--- config.mk ---
export PLATFORM = sky130hd
export DESIGN_NAME = asymmetric_pack_fifo_flat
export DESIGN_NICKNAME = d
export VERILOG_FILES = /design/src/rtl/asymmetric_pack_fifo_pkg.sv /design/src/rtl/asymmetric_pack_fifo_if.sv /design/src/rtl/asymmetric_pack_fifo_packing_distributed_ram.sv /design/src/rtl/asymmetric_pack_fifo.sv /design/src/flat_wrapper.sv
export SDC_FILE = /design/constraint.sdc
export NUM_CORES = 2
export LEC_CHECK = 0
export CORE_MARGIN = 3
export CORE_UTILIZATION = 55
export CTS_BUF_LIST = sky130_fd_sc_hd__clkbuf_4 sky130_fd_sc_hd__clkbuf_8 sky130_fd_sc_hd__clkbuf_16
export CTS_CLUSTER_SIZE = 28
export DETAILED_ROUTE_END_ITERATION = 8
export GPL_ROUTABILITY_DRIVEN = 1
export GPL_TIMING_DRIVEN = 1
export PLACE_DENSITY = 0.71
export SLEW_MARGIN = 20
export SYNTH_ARGS = -nofsm -noshare
export SYNTH_HDL_FRONTEND = slang
export SYNTH_SLANG_ARGS = --single-unit
--- constraint.sdc ---
create_clock -name clk -period 4.99 [get_ports clk]
set_input_delay 0.998 -clock clk [delete_from_list [all_inputs] [get_ports clk]]
set_output_delay 0.998 -clock clk [all_outputs]
set_load 0.05 [all_outputs]
--- src/rtl/asymmetric_pack_fifo_pkg.sv ---
// Shared helpers for the asymmetric packing FIFO: compile-time log2 used to
// derive lane and address widths from the width/depth parameters.
package asymmetric_pack_fifo_pkg;

  function automatic int log2_ceil(input int value);
    int r;
    r = 0;
    while ((32'sd1 <<< r) < value) begin
      r = r + 32'sd1;
    end
    return r;
  endfunction

endpackage

--- src/rtl/asymmetric_pack_fifo_if.sv ---
// Narrow-in / wide-out handshake bundle; slave is the FIFO side, master the producer/consumer side.
interface asymmetric_pack_fifo_if #(
  parameter int WIDTH_IN  = 8,
  parameter int WIDTH_OUT = 64,
  parameter int ADDR_W    = 5
);
  logic                 in_valid;
  logic                 in_ready;
  logic [WIDTH_IN-1:0]  in_data;
  logic                 out_valid;
  logic                 out_ready;
  logic [WIDTH_OUT-1:0] out_data;
  logic [ADDR_W:0]      count;

  modport slave (
    input  in_valid, in_data, out_ready,
    output in_ready, out_valid, out_data, count
  );

  modport master (
    output in_valid, in_data, out_ready,
    input  in_ready, out_valid, out_data, count
  );
endinterface

--- src/rtl/asymmetric_pack_fifo_packing_distributed_ram.sv ---
// Narrow-write / wide-read distributed RAM: one WIDTH_IN-wide array per lane,
// written lane by lane, read asynchronously as the concatenation of all lanes.
module packing_distributed_ram
  import asymmetric_pack_fifo_pkg::*;
#(
  parameter int  WIDTH_IN   = 8,
  parameter int  WIDTH_OUT  = 64,
  parameter int  DEPTH_OUT  = 32,
  localparam int RATIO      = WIDTH_OUT / WIDTH_IN,
  localparam int LOG2_RATIO = log2_ceil(RATIO),
  localparam int ADDR_W     = log2_ceil(DEPTH_OUT)
) (
  input  logic                         clk,
  input  logic                         we,
  input  logic [ADDR_W+LOG2_RATIO-1:0] waddr,
  input  logic [WIDTH_IN-1:0]          in,
  input  logic [ADDR_W-1:0]            raddr,
  output logic [WIDTH_OUT-1:0]         out
);

  logic [LOG2_RATIO-1:0] wlane_s;
  logic [ADDR_W-1:0]     wrow_s;

  assign wlane_s = waddr[LOG2_RATIO-1:0];
  assign wrow_s  = waddr[ADDR_W+LOG2_RATIO-1:LOG2_RATIO];

  for (genvar g = 0; g < RATIO; g++) begin : g_lane
    logic [WIDTH_IN-1:0] mem [DEPTH_OUT];

    // Lane storage: written only when the low address bits select this lane.
    always_ff @(posedge clk) begin
      if (we && (wlane_s == LOG2_RATIO'(g))) begin
        mem[wrow_s] <= in;
      end
    end

    assign out[g*WIDTH_IN +: WIDTH_IN] = mem[raddr];
  end

endmodule

--- src/rtl/asymmetric_pack_fifo.sv ---
// Packs RATIO narrow words (first word in the LSBs) into one wide entry and
// serves completed entries in order; a partially filled entry is never visible.
module asymmetric_pack_fifo
  import asymmetric_pack_fifo_pkg::*;
#(
  parameter int  WIDTH_IN   = 8,
  parameter int  WIDTH_OUT  = 64,
  parameter int  DEPTH_OUT  = 32,
  localparam int RATIO      = WIDTH_OUT / WIDTH_IN,
  localparam int LOG2_RATIO = log2_ceil(RATIO),
  localparam int ADDR_W     = log2_ceil(DEPTH_OUT)
) (
  input  logic                  clk,
  input  logic                  rst_n,
  asymmetric_pack_fifo_if.slave bus
);

  localparam logic [LOG2_RATIO-1:0] LANE_LAST  = LOG2_RATIO'(RATIO - 1);
  localparam logic [ADDR_W:0]       COUNT_FULL = (ADDR_W + 1)'(DEPTH_OUT);
  localparam logic [ADDR_W:0]       COUNT_ZERO = {(ADDR_W + 1){1'b0}};

  logic [LOG2_RATIO-1:0] lane_q, lane_d;
  logic [ADDR_W-1:0]     wr_idx_q, wr_idx_d;
  logic [ADDR_W-1:0]     rd_idx_q, rd_idx_d;
  logic [ADDR_W:0]       count_q, count_d;
  logic                  in_fire_s, out_fire_s, complete_s;

  // Handshakes depend on stored count only, so out_ready never reaches in_ready.
  assign bus.in_ready  = (count_q != COUNT_FULL);
  assign bus.out_valid = (count_q != COUNT_ZERO);
  assign bus.count     = count_q;
  assign in_fire_s     = bus.in_valid & bus.in_ready;
  assign out_fire_s    = bus.out_valid & bus.out_ready;

  // Next-state for lane counter, pointers and completed-entry count.
  always_comb begin
    lane_d     = lane_q;
    wr_idx_d   = wr_idx_q;
    rd_idx_d   = rd_idx_q;
    count_d    = count_q;
    complete_s = 1'b0;
    if (in_fire_s) begin
      lane_d     = lane_q + LOG2_RATIO'(1'b1);
      complete_s = (lane_q == LANE_LAST);
    end else begin
      lane_d     = lane_q;
      complete_s = 1'b0;
    end
    if (complete_s) begin
      wr_idx_d = wr_idx_q + ADDR_W'(1'b1);
    end else begin
      wr_idx_d = wr_idx_q;
    end
    if (out_fire_s) begin
      rd_idx_d = rd_idx_q + ADDR_W'(1'b1);
    end else begin
      rd_idx_d = rd_idx_q;
    end
    case ({complete_s, out_fire_s})
      2'b10:   count_d = count_q + (ADDR_W + 1)'(1'b1);
      2'b01:   count_d = count_q - (ADDR_W + 1)'(1'b1);
      default: count_d = count_q;
    endcase
  end

  // State registers; reset drops any partial word and empties the FIFO.
  always_ff @(posedge clk or negedge rst_n) begin
    if (!rst_n) begin
      lane_q   <= {LOG2_RATIO{1'b0}};
      wr_idx_q <= {ADDR_W{1'b0}};
      rd_idx_q <= {ADDR_W{1'b0}};
      count_q  <= COUNT_ZERO;
    end else begin
      lane_q   <= lane_d;
      wr_idx_q <= wr_idx_d;
      rd_idx_q <= rd_idx_d;
      count_q  <= count_d;
    end
  end

  packing_distributed_ram #(
    .WIDTH_IN  (WIDTH_IN),
    .WIDTH_OUT (WIDTH_OUT),
    .DEPTH_OUT (DEPTH_OUT)
  ) u_ram (
    .clk   (clk),
    .we    (in_fire_s),
    .waddr ({wr_idx_q, lane_q}),
    .in    (bus.in_data),
    .raddr (rd_idx_q),
    .out   (bus.out_data)
  );

endmodule

--- src/flat_wrapper.sv ---
// flat-port wrapper written by rule: the top's interface ports become plain ports
module asymmetric_pack_fifo_flat import asymmetric_pack_fifo_pkg::*;
#(
  parameter int  WIDTH_IN   = 8,
  parameter int  WIDTH_OUT  = 64,
  parameter int  DEPTH_OUT  = 32,
  localparam int RATIO      = WIDTH_OUT / WIDTH_IN,
  localparam int LOG2_RATIO = log2_ceil(RATIO),
  localparam int ADDR_W     = log2_ceil(DEPTH_OUT)
)
  (clk, rst_n, bus_in_valid, bus_in_data, bus_out_ready, bus_in_ready, bus_out_valid, bus_out_data, bus_count);
  asymmetric_pack_fifo_if #(.WIDTH_IN(WIDTH_IN), .WIDTH_OUT(WIDTH_OUT), .ADDR_W(5)) bus_i ();
  input  logic clk;
  input  logic rst_n;
  input wire logic [$bits(bus_i.in_valid)-1:0] bus_in_valid;
  input wire logic [$bits(bus_i.in_data)-1:0] bus_in_data;
  input wire logic [$bits(bus_i.out_ready)-1:0] bus_out_ready;
  output wire logic [$bits(bus_i.in_ready)-1:0] bus_in_ready;
  output wire logic [$bits(bus_i.out_valid)-1:0] bus_out_valid;
  output wire logic [$bits(bus_i.out_data)-1:0] bus_out_data;
  output wire logic [$bits(bus_i.count)-1:0] bus_count;
  assign bus_i.in_valid = bus_in_valid;
  assign bus_i.in_data = bus_in_data;
  assign bus_i.out_ready = bus_out_ready;
  assign bus_in_ready = bus_i.in_ready;
  assign bus_out_valid = bus_i.out_valid;
  assign bus_out_data = bus_i.out_data;
  assign bus_count = bus_i.count;
  asymmetric_pack_fifo #(.WIDTH_IN(WIDTH_IN), .WIDTH_OUT(WIDTH_OUT), .DEPTH_OUT(DEPTH_OUT)) u_core (.clk(clk), .rst_n(rst_n), .bus(bus_i));
endmodule
==> metrics.md <==
| Metric | Value |
|---|---|
| Status | finished clean |
| Max-slew violations | 0 |
| HPWL Detailed | 121000 um |
| Main synth FF type | edfxtp_1 |
| Initial Util | 55.5% |
| Final setup vio count | 0 |
| Commonest non-fill, non-tap cell in the layout | edfxtp_1 |
| Via count | 40100 |
| Max Buffers Root-to-Sink | 3 |
| CTS Root Cell | clkbuf_16 |
| Static Leak | 28.8 nW |
| Cts hold-fix bufs | 0 |
| Slew HR | 13.8% |
| Area grow syn2layout | 13.3% |
| Syn Area/Cell | 20.8 um2 |
| Worst-margin pin slew | 1290 ps |
| Ports placed on the boundary | 84 |
| Worst min path class | input port to asynchronous set/reset pin |
| CP arrival | 3890 ps |
| Unrepaired setup endpoints after global routing | no |
| Die W | 387 um |
| Startpoint Class | flip-flop |
| FF-to-FF End | u_core.u_ram.g_lane[7].mem[24][7]$_DFFE_PP_ |
| Largest net degree at the start of global routing | 137 |
| Synth Register Bits | 2067 |
| Reg2reg start | u_core.wr_idx_q[0]$_DFFE_PN0P_ |
| # DRC | 0 |
| Final setup skew | 24.8 ps |
| Minimum clock period | 4890 ps |
| Initial antenna violation count | 4 |
| Number of global-route vias before repair | 40100 |
| Setup TNS | 0 ps |
| Die area | 150000 um2 |
| Nets | 4059 |
| # rows | 139 |
| R2r setup slk | 1470 ps |
| Clk sink count | 2067 |
| Wire length per cell | 32.9 um |
| Gr usage total | 26.9% |
| Max Cap Viol | 0 |
| Die Y | 387 um |
| Endpoints failing hold | 0 |
| Total Wirelength | 201000 um |
| Layout cells sized above 1 | 22.9% |
| CTS Buf Count | 197 |
| Post-DR vias/cell | 6.59 |
| Core box area | 144000 um2 |
| CTS tree | yes |
| Register area share after synthesis | 77.6% |
| H-tree Lvls | 4 |
| First-pass GRT wire length | 291000 um |
| Reg2reg path depth | 5 |
| Drt first-iter violations | 5457 |
| Warnings from Yosys | 0 |
| Max Freq | 205 MHz |
| Post-route antenna net violation count | 0 |
| Cell variety after synth | 57 |
| Crit Path Max Fanout | 32 |
| EDFF count, synth | 2048 |
| Total power | 53.8 mW |
| RD Place Congestion | 0.825 |
| Reg clk slew, reported paths | 60 ps |
| Cells after synthesis | 3838 |
| Syn Nets | 3867 |
| Cell area after synthesis | 79900 um2 |
| Peak supply drop | 860 uV |
| Tcrit/Tclk final | 98.0% |
| Critical path data required time | 3990 ps |
| FILL cells | 9553 |
| CP Capture Type | primary output |
| Ys async rst share | 0.919% |
| Commonest cells after routing, fill and taps aside | 2048 x edfxtp_1, 374 x mux4_2, 282 x nor2_1 |
| CP Class | flip-flop to primary output |
| GR Overflow Total | 0 |
| Pwr dens | 594 nW/um2 |
| DR pass1 iterations | 9 |
| Clock Latency Late Sink | 820 ps |
| IO Port Bufs | 83 |
## area by class of cell
type,count,area [um2],share of cell area (%)
Antenna cell,3,7.51,0.00829
Sequential cell,2067,62000,68.5
Timing Repair Buffer,221,2820,3.11
Tap cell,1903,2380,2.63
Inverter,7,26.3,0.0290
Clock buffer,229,5210,5.76
Clock inverter,123,1400,1.55
Multi-Input combinational cell,1536,16700,18.4
## critical path, stage by stage (launching register included)
cell and delay [ps]:
dfrtp_4 770, and2b_4 830, buf_4 330, a22oi_1 100
a211oi_1 780, buf_12 230
## kinds of logic (layout without fill, tap and decap cells)
family | count (synthesis) | count (layout) | synth area share (%)
simple gates | 444 | 444 | 2.50
xor+xnor | 14 | 14 | 0.153
mux | 653 | 653 | 14.0
flops | 2067 | 2067 | 77.6
compound gates | 408 | 408 | 3.77
fa+ha+maj | 17 | 17 | 0.276
buf+inv | 235 | 580 | 1.71
other cells | 0 | 3 | 0
## layer usage
metal | vias to the layer above | global-route usage [%] | part of all wire [%]
met2 | 2324 | 41.9 | 48
met4 | 2 | 8.64 | 3.2
li1 | 16400 | - | -
met3 | 388 | 6.55 | 10
met5 | - | 0 | 0.0040
met1 | 21000 | 38.2 | 39
## registers in the layout, indices dropped and copies added, names as in the netlist
| signal | cells |
|---|---|
| u_core.rd_idx_q | 5 |
| u_core.u_ram.g_lane.mem | 2048 |
| u_core.lane_q | 3 |
| u_core.bus.count | 6 |
| u_core.wr_idx_q | 5 |
## metrics by stage
| step | hold WS [ps] | utilization, % | setup slack (ps) | area [um2] | instances |
|---|---|---|---|---|---|
| 2_1_floorplan | 515 | - | 1090 | 79900 | 3838 |
| 3_3_place_gp | 532 | 58.2 | 825 | 83900 | 5733 |
| 3_5_place_dp | 538 | 58.2 | 803 | 83900 | 5733 |
| 4_1_cts | 511 | 62.8 | 6.51 | 90500 | 6086 |
| 5_1_grt | 554 | 62.9 | 5.90 | 90500 | 6086 |
| 6_report | 560 | 62.9 | 101 | 90500 | 6089 |
## report_power, final
part	switching (mW)	total, mW	internal (mW)
Clock	6.38	15.2	8.83
Sequential	0.356	19.7	19.3
Combinational	11.1	18.8	7.72
Total	17.9	53.8	35.9
## what timing repair did
| item | in CTS | in global routing |
|---|---|---|
| resized for setup | 2 | 3 |
| setup buffers | 1 | 0 |
| cloned | 0 | 0 |
| endpoints found under the setup margin | 7 | 3 |
## worst max path at each step
stage,start,endpoint,depth (start not counted)
3_5_place_dp,u_core.rd_idx_q[1]$_DFFE_PN0P_,bus_out_data[1],7
4_1_cts,u_core.rd_idx_q[2]$_DFFE_PN0P_,bus_out_data[40],6
3_3_place_gp,u_core.rd_idx_q[1]$_DFFE_PN0P_,bus_out_data[1],7
6_report,u_core.rd_idx_q[1]$_DFFE_PN0P_,bus_out_data[5],5
5_1_grt,u_core.rd_idx_q[1]$_DFFE_PN0P_,bus_out_data[1],7
2_1_floorplan,u_core.rd_idx_q[0]$_DFFE_PN0P_,bus_out_data[62],8
## synthesized netlist by cell type, drive strengths merged (20+ instances only)
master     n  share of area [%]
a211oi    45               0.42
or2       20               0.16
o221ai    38               0.42
nand2     26               0.13
clkbuf    76               0.36
a22oi    146                1.4
edfxtp  2048                 77
nand3     45               0.31
o211ai    20               0.19
o22a      20               0.22
nor2     284                1.3
nor3      25               0.16
o22ai     74               0.58
buf      152                1.3
a21oi     41               0.26
mux4     374                 11
mux2i    276                3.5
No activity file was read; power rests on OpenSTA's default activity.
